===== config.mk =====
export PLATFORM = sky130hd
export DESIGN_NAME = c_realign_fifo
export DESIGN_NICKNAME = d
export VERILOG_FILES = /design/src/rtl/c_realign_fifo.sv
export SDC_FILE = /design/constraint.sdc
export NUM_CORES = 1
export LEC_CHECK = 0
export ABC_CLOCK_PERIOD_IN_PS = 3600
export BUFFER_PORTS_ARGS = -buffer_cell sky130_fd_sc_hd__buf_2
export CELL_PAD_IN_SITES_DETAIL_PLACEMENT = 1
export CELL_PAD_IN_SITES_GLOBAL_PLACEMENT = 2
export CORE_MARGIN = 2
export CORE_UTILIZATION = 36
export DETAILED_ROUTE_END_ITERATION = 10
export PLACE_DENSITY_LB_ADDON = 0.1
export SLEW_MARGIN = 20
export SYNTH_ARGS = -nofsm -noshare
export SYNTH_HDL_FRONTEND = slang
export SYNTH_SLANG_ARGS = --single-unit
export TNS_END_PERCENT = 100

===== constraint.sdc =====
create_clock -name clk -period 3.6 [get_ports clk]
set_input_delay 0.36 -clock clk [delete_from_list [all_inputs] [get_ports clk]]
set_output_delay 0.36 -clock clk [all_outputs]
set_load 0.01 [all_outputs]

===== src/rtl/c_realign_fifo.sv =====
`default_nettype none
// ============================================================================
// Module   : c_realign_fifo
// Purpose  : Halfword realignment buffer between instruction fetch and decode
//            for RV32IC. Fetch beats are split into 16-bit parcels and kept
//            in a circular queue. The queue head is decoded as one complete
//            16- or 32-bit instruction at any halfword alignment. Backpressure
//            is a valid/ready handshake. A redirect flushes the queue, and the
//            leading parcels of the first beat below the target are dropped.
// Ports    : clk, reset           - clock, synchronous active-high reset
//            fetch_valid_i/_data_i/_ready_o - fetch beat handshake
//            flush_i, flush_pc_i  - redirect request and target PC
//            inst_valid_o, inst_o, inst_pc_o, inst_is_c_o, inst_ready_i
//                                 - instruction handshake toward decode
//            occupancy_o          - parcels currently stored
// Revision : 1.0 - initial release
// ============================================================================
module c_realign_fifo #(
  parameter int          FETCH_W  = 32,
  parameter int          DEPTH_HW = 8,
  parameter logic [31:0] RESET_PC = 32'h0000_0000
) (
  input  logic                        clk,
  input  logic                        reset,
  input  logic                        fetch_valid_i,
  input  logic [FETCH_W-1:0]          fetch_data_i,
  output logic                        fetch_ready_o,
  input  logic                        flush_i,
  input  logic [31:0]                 flush_pc_i,
  output logic                        inst_valid_o,
  output logic [31:0]                 inst_o,
  output logic [31:0]                 inst_pc_o,
  output logic                        inst_is_c_o,
  input  logic                        inst_ready_i,
  output logic [$clog2(DEPTH_HW):0]   occupancy_o
);

  localparam int NP = FETCH_W / 16;
  localparam int AW = $clog2(DEPTH_HW);
  localparam int CW = AW + 1;
  // Width of the parcel index inside a beat (PC bits [DW:1]).
  localparam int DW = $clog2(FETCH_W / 8) - 1;
  localparam logic [31:0] NOP = 32'h0000_0013;

  logic [15:0]   beat_parcel [NP];
  logic [15:0]   mem [DEPTH_HW];
  logic [AW-1:0] rd_ptr;
  logic [AW-1:0] wr_ptr;
  logic [AW-1:0] rd_ptr_p1;
  logic [CW-1:0] count;
  logic [CW-1:0] free_slots;
  logic [CW-1:0] push_n;
  logic [CW-1:0] pop_n;
  logic [31:0]   pc_q;
  logic [31:0]   pc_inc;
  logic [DW-1:0] drop_q;
  logic [15:0]   h0;
  logic [15:0]   h1;
  logic          head_is_32;
  logic          head_valid;
  logic          accept;
  logic          consume;

  generate
    for (genvar g = 0; g < NP; g++) begin : g_parcel
      assign beat_parcel[g] = fetch_data_i[g*16 +: 16];
    end
  endgenerate

  // Head decode: purely from registered state.
  assign rd_ptr_p1  = rd_ptr + AW'(1);
  assign h0         = mem[rd_ptr];
  assign h1         = mem[rd_ptr_p1];
  assign head_is_32 = (h0[1:0] == 2'b11);
  assign head_valid = head_is_32 ? (count >= CW'(2)) : (count != '0);

  assign inst_valid_o = head_valid;
  assign inst_is_c_o  = head_valid && !head_is_32;
  assign inst_pc_o    = pc_q;
  assign occupancy_o  = count;

  always_comb begin
    inst_o = NOP;
    if (head_valid) begin
      inst_o = head_is_32 ? {h1, h0} : {16'h0000, h0};
    end
  end

  // Conservative ready: pre-pop count, full beat assumed even if parcels drop.
  assign free_slots    = CW'(DEPTH_HW) - count;
  assign fetch_ready_o = (free_slots >= CW'(NP)) && !flush_i;

  assign accept  = fetch_valid_i && fetch_ready_o;
  assign consume = head_valid && inst_ready_i;

  assign push_n = accept  ? (CW'(NP) - CW'(drop_q)) : '0;
  assign pop_n  = consume ? (head_is_32 ? CW'(2) : CW'(1)) : '0;
  assign pc_inc = consume ? (head_is_32 ? 32'd4 : 32'd2) : 32'd0;

  // Parcel storage: parcels drop_q..NP-1 land at consecutive slots from wr_ptr.
  always_ff @(posedge clk) begin
    if (!reset && accept) begin
      for (int j = 0; j < NP; j++) begin
        if (j >= int'(drop_q)) begin
          mem[wr_ptr + AW'(j - int'(drop_q))] <= beat_parcel[j];
        end
      end
    end
  end

  always_ff @(posedge clk) begin
    if (reset) begin
      rd_ptr <= '0;
      wr_ptr <= '0;
      count  <= '0;
      pc_q   <= {RESET_PC[31:1], 1'b0};
      drop_q <= RESET_PC[DW:1];
    end else if (flush_i) begin
      // Redirect discards any beat or consume in this cycle.
      rd_ptr <= '0;
      wr_ptr <= '0;
      count  <= '0;
      pc_q   <= flush_pc_i & 32'hFFFF_FFFE;
      drop_q <= flush_pc_i[DW:1];
    end else begin
      if (accept) begin
        wr_ptr <= wr_ptr + AW'(push_n);
        drop_q <= '0;
      end
      rd_ptr <= rd_ptr + AW'(pop_n);
      count  <= count + push_n - pop_n;
      pc_q   <= pc_q + pc_inc;
    end
  end

endmodule
`default_nettype wire


==> results of run 1 <==
## flip-flops by register name, summed over array words and instances, names as in the netlist
signal and count:
mem 128, wr_ptr 3, inst_pc_o 31, rd_ptr 3, drop_q 1, occupancy_o 4
## worst max path at each step
stage | depth (start not counted) | slack, ps | endpoint
CTS | 11 | 20 | inst_pc_o[15]
floorplan | 13 | 20 | inst_pc_o[15]
global route | 8 | 6 | inst_o[22]
global placement | 13 | 100 | inst_pc_o[19]
finish | 13 | 180 | inst_pc_o[19]
detailed placement | 11 | -20 | inst_pc_o[15]
## metal layers
metal | vias up | routed length (um)
met5 | - | 0
met4 | 0 | 644
met3 | 44 | 1280
met2 | 215 | 17200
met1 | 3978 | 13900
li1 | 3456 | -
## layout by cell type, fill, tap and decap left out, drive strengths merged, types with 9 or more instances in the layout
master and instances:
nand3 31, edfxtp 128, or4 9, ha 15
dfxtp 42, nand4 11, o211a 15, buf 196
clkbuf 17, a211oi 9, mux4 64, xnor2 11
a21oi 26, mux2 141, nor2 47, nand2 59
o21ai 13, inv 31, a311oi 12
## power groups by stage
stage	combinational, mW	sequential, mW	clock (mW)
3_3_place_gp	1.79	2.33	0
6_report	1.81	2.29	1.80
4_1_cts	1.83	2.29	1.85
2_1_floorplan	1.14	2.32	0
3_5_place_dp	1.82	2.34	0
5_1_grt	1.97	2.31	1.93
## through the flow
stage | utilization | hold WS [ps]
2_1_floorplan | - | 474
3_3_place_gp | 0.420 | 507
3_5_place_dp | 0.420 | 520
4_1_cts | 0.440 | 126
5_1_grt | 0.442 | 156
6_report | 0.442 | 144
## cells by family after synthesis
| group | count (synthesis) | share of synthesized area |
|---|---|---|
| buffers and inverters | 77 | 0.0313 |
| xor gates and xnor gates | 19 | 0.0161 |
| other | 1 | 0.000364 |
| adders and majority gates | 21 | 0.0299 |
| muxes | 208 | 0.297 |
| and+or+nand+nor | 198 | 0.0995 |
| DFF | 170 | 0.454 |
| AOI/OAI and AO/OA | 103 | 0.0718 |
## critical path: stages, from the launching register on
cell      delay (ps)
dfxtp_4          430
mux4_2           560
mux2i_4          200
nor2_4            80
nor3b_4          230
ha_2             220
inv_1             50
fa_2             390
nand3b_1         210
buf_4            180
nor4_2           250
buf_4            170
a31oi_1           80
a221o_1          260
## layout make-up
type | count | area (um^2)
fillers | 2951 | 15600
clock inverters | 14 | 136
diodes | 2 | 5.00
repair buffers | 196 | 1170
clock buffers | 17 | 425
well taps | 378 | 473
inverters | 26 | 97.6
multi-input cells | 550 | 5380
flip-flops and latches | 170 | 4690
## repair_timing
item,in CTS,in global routing
buffers inserted,0,3
resized for setup,1,5
setup endpoints to repair,1,15
pin swaps,0,2
==> run metrics, run 1 <==
first-pass GRT wire length=50.4 mm; hold_buf cts=0; Sink Count=170; DR pass1 iterations=4; CTS Buffer Depth=2; synth unique cells=59; routed len/inst=24.4 um; Post-synth EDFFs=128; number of cells after detailed placement=1317; Flop pwr share=0.388; Finished Cell Area=12400 um^2; Post-Syn Nets=887; Avg Cell Area, Syn=12.9 um^2; type of destination of the critical path=flop; skew final=16.8 ps; relative slew slack=0.296; FF-to-FF Start=rd_ptr[0]; DRT iter0 DRCs=441; sequential share of the synthesized area=0.454; worst hold endpoint=inst_pc_o[31]; status=complete, no violations; most common cell in the synthesized netlist=mux2_2; share of cells above drive strength 1=0.475; met1 Usage GRT=0.270; CTS root buffer=clkbuf_16; Worst-Margin Slew=1050 ps; YS warnings=0; Hold Violations, Final=0; TritonCTS clock tree=done; worst reg2reg setup slack=180 ps; RSZ-0062 raised after global routing=false; Cell Pwr Density=477 nW/um^2; routability cong.=0.816; vias in the first global route=8358; # DRC=0; Worst EP required=3920 ps; cells after synthesis=797; via count=7693; CP arrival=3730 ps; Core Rows=61; grt met2 use=0.401; clk slew on worst S/H paths=70 ps; Fin Setup TNS=0 ps; Comb power frac=0.307; I/O pins=140; Critical path origin=rd_ptr[0]; cell count of the worst reg-to-reg path=13; Post-synth ARST share=0; Sw Share=0.327; largest area contributor in the netlist=edfxtp_1; total CTS buffers=17; Slew Limit Fails=0; drt total wl=33.0 mm; initial antenna violation count=3; Mapped Area=10300 um^2; CP Max Fanout=8; Vias/cell=5.69; worst reg2reg endpoint=inst_pc_o[19]; most used routing layer in global routing=met2; top cells by area, synth=edfxtp_1 37%, mux2_2 15%, mux4_2 14%; DP HPWL=23.1 mm; Core ar.=28000 um^2; CTS HTree Levels=4; clk_lat worst skew=430 ps; post-route setup slack=183 ps; Hold Path Origin=flush_pc_i[31]; Period minus WS final=3420 ps; DP Worst Slack=-21.9 ps; Die ar.=30000 um^2; Clock power frac=0.305; Max Clock Freq=293 MHz; Nets=1051; kind of critical path=flop to flop; IO buf count=137; #FFs+latches synth=170; Layout Cells excl Fill=1353; Psw=1.93 mW; total track usage=0.221; Setup crit start kind=flop; depth of the worst hold-timing path=3; largest net degree at the start of global routing=47; Hold Crit Class=primary input to flop; Die Y-Extent=173 um; Pint=3.97 mW; Layout area overhead=20.0%; commonest cells in the netlist=141 x mux2_2, 128 x edfxtp_1, 64 x mux4_2; ANT nets after route=0; placed instance area=11800 um^2; worst vdd ir=0.305 mV; Pleak=4.51 nW; Post-synth top flop=edfxtp_1; final setup violation count=0; Congestion Overflow GR=0; Max Cap Viol=0; met3 Resource Use GR=0.0327; Final Cycle Share=0.949; Yosys top cell area share=0.373; overall power=5.90 mW; Initial Util=0.368; Die Span X=173 um
Note: power is estimated with default switching activity, not from simulation.
==> run 2: changes to the inputs <==
--- a/config.mk
+++ b/config.mk
@@ -12,7 +12,7 @@
 export CORE_MARGIN = 2
 export CORE_UTILIZATION = 36
 export DETAILED_ROUTE_END_ITERATION = 10
-export PLACE_DENSITY_LB_ADDON = 0.1
+export PLACE_DENSITY = 0.87
 export SLEW_MARGIN = 20
 export SYNTH_ARGS = -nofsm -noshare
 export SYNTH_HDL_FRONTEND = slang
==> run 2 against run 1 <==
  * First-iteration DRC count grew 43%
  * Cell count shrank 0.52%
  * Hold slack lost 11 ps
  * Critical path type unchanged
  * Via count grew 1.4%
  * Clock skew grew 1.8 ps
  * Critical path depth is the same
  * Total power grew 1.6%
  * Flip-flop and latch count is the same
  * Design area grew 0.40%
  * Wire length shrank 2.7%
  * Fmax grew 0.52%
==> run metrics, run 2 (synthesis results as in run 1) <==
status=complete, no violations; Slew Limit Fails=0; Initial Util=0.368; Die ar.=30000 um^2; via count=7798; number of cells after detailed placement=1309; IO buf count=137; Final Cycle Share=0.944; # DRC=0; Core Rows=61; ANT nets after route=0; kind of critical path=flop to flop; Vias/cell=5.79; worst vdd ir=0.266 mV; vias in the first global route=8368; RSZ-0062 raised after global routing=false; CP Cell Sequence=mux4_2, mux2i_4, nor2_4, nor3b_4, ha_2, inv_1, fa_2, nand3b_1, buf_6, nor4_4, buf_4, a31oi_1, a221o_1; clk_lat worst skew=440 ps; routability cong.=0.813; final core occ=0.443; Hold Crit Class=primary input to flop; final hold slack=133 ps; TritonCTS clock tree=done; max reg flops=128; Worst-Margin Slew=921 ps; Cell Pwr Density=483 nW/um^2; routed len/inst=23.8 um; largest net degree at the start of global routing=43; Period minus WS final=3400 ps; CP Max Fanout=6; total track usage=0.216; Core ar.=28000 um^2; Layout Cells excl Fill=1346; Die Span X=173 um; most frequent cells in the layout=141 x mux2_2, 137 x buf_2, 128 x edfxtp_1; share of cells above drive strength 1=0.478; Most flops, register=mem; Worst EP required=3940 ps; slowest CP cell=mux4_2; skew final=18.7 ps; Hold Violations, Final=0; Max Cap Viol=0; most common cell after layout, fill and taps aside=mux2_2; CTS Buffer Depth=2; Die Y-Extent=173 um; Sink Count=170; final setup violation count=0; total CTS buffers=17; I/O pins=140; relative slew slack=0.381; DRT iter0 DRCs=631; Layout area overhead=20.5%; Max Clock Freq=294 MHz; antenna cell count=0; drt total wl=32.1 mm; CP arrival=3740 ps; CTS root buffer=clkbuf_16; first-pass GRT wire length=50.0 mm; DP HPWL=22.5 mm; clk slew on worst S/H paths=80 ps; overall power=6.00 mW; initial antenna violation count=2; Pleak=4.55 nW; Congestion Overflow GR=0; CP max stage delay=560 ps; Nets=1045; Setup crit start kind=flop; DR pass1 iterations=5; type of destination of the critical path=flop; CTS HTree Levels=4
-- run 2: path summary, 6_finish.rpt --
check | cells past startpoint | slack, ps | to | from
setup / recovery | 13 | 200 | inst_pc_o[19] | rd_ptr[0]
hold reg to reg | 2 | 520 | wr_ptr[0] | wr_ptr[0]
setup reg to reg | 13 | 200 | inst_pc_o[19] | rd_ptr[0]
hold / removal | 3 | 130 | inst_pc_o[31] | flush_pc_i[31]
-- run 2: final cells by class --
type | count | area [um^2]
clock inverters | 15 | 175
multi-input cells | 550 | 5410
flip-flops and latches | 170 | 4690
inverters | 26 | 97.6
clock buffers | 17 | 425
fillers | 3003 | 15600
well taps | 378 | 473
repair buffers | 190 | 1150
-- run 2: timing repair --
action                                  CTS  global route
pin swaps                                 0             4
endpoints found under the setup margin    1            21
resized for setup                         1             6
gates cloned                              0             0
buffers inserted                          0             5
hold buffers                              0             0
-- run 2: power breakdown --
part | switching, mW | internal (mW) | leakage, nW
clock | 0.900 | 0.996 | 0.294
combinational | 1.00 | 0.807 | 2.76
sequential | 0.0888 | 2.20 | 1.50
-- run 2: critical path, delay by kind of cell (launching register included) --
kind / cells / cell delay (ps)
flops: 1 / 420
fa+ha+maj: 2 / 610
buf+inv: 3 / 390
simple gates: 4 / 670
mux: 2 / 810
compound gates: 2 / 370
-- run 2: stage by stage --
stage / setup TNS (ps) / area, um^2 / worst slack, ps
6_report: 0 / 12400 / 201
5_1_grt: 0 / 12400 / 33.1
4_1_cts: 0 / 12400 / 7.97
3_5_place_dp: -56.5 / 11700 / -56.5
3_3_place_gp: 0 / 11700 / 30.9
2_1_floorplan: 0 / 10400 / 20.3
-- run 2: metal layers --
layer  up-vias  track usage  share of wire
li1       3466            -              -
met1      4019        0.272           0.41
met2       262        0.382           0.52
met3        47       0.0360          0.051
met4         4       0.0636          0.018
met5         -            0        0.00075
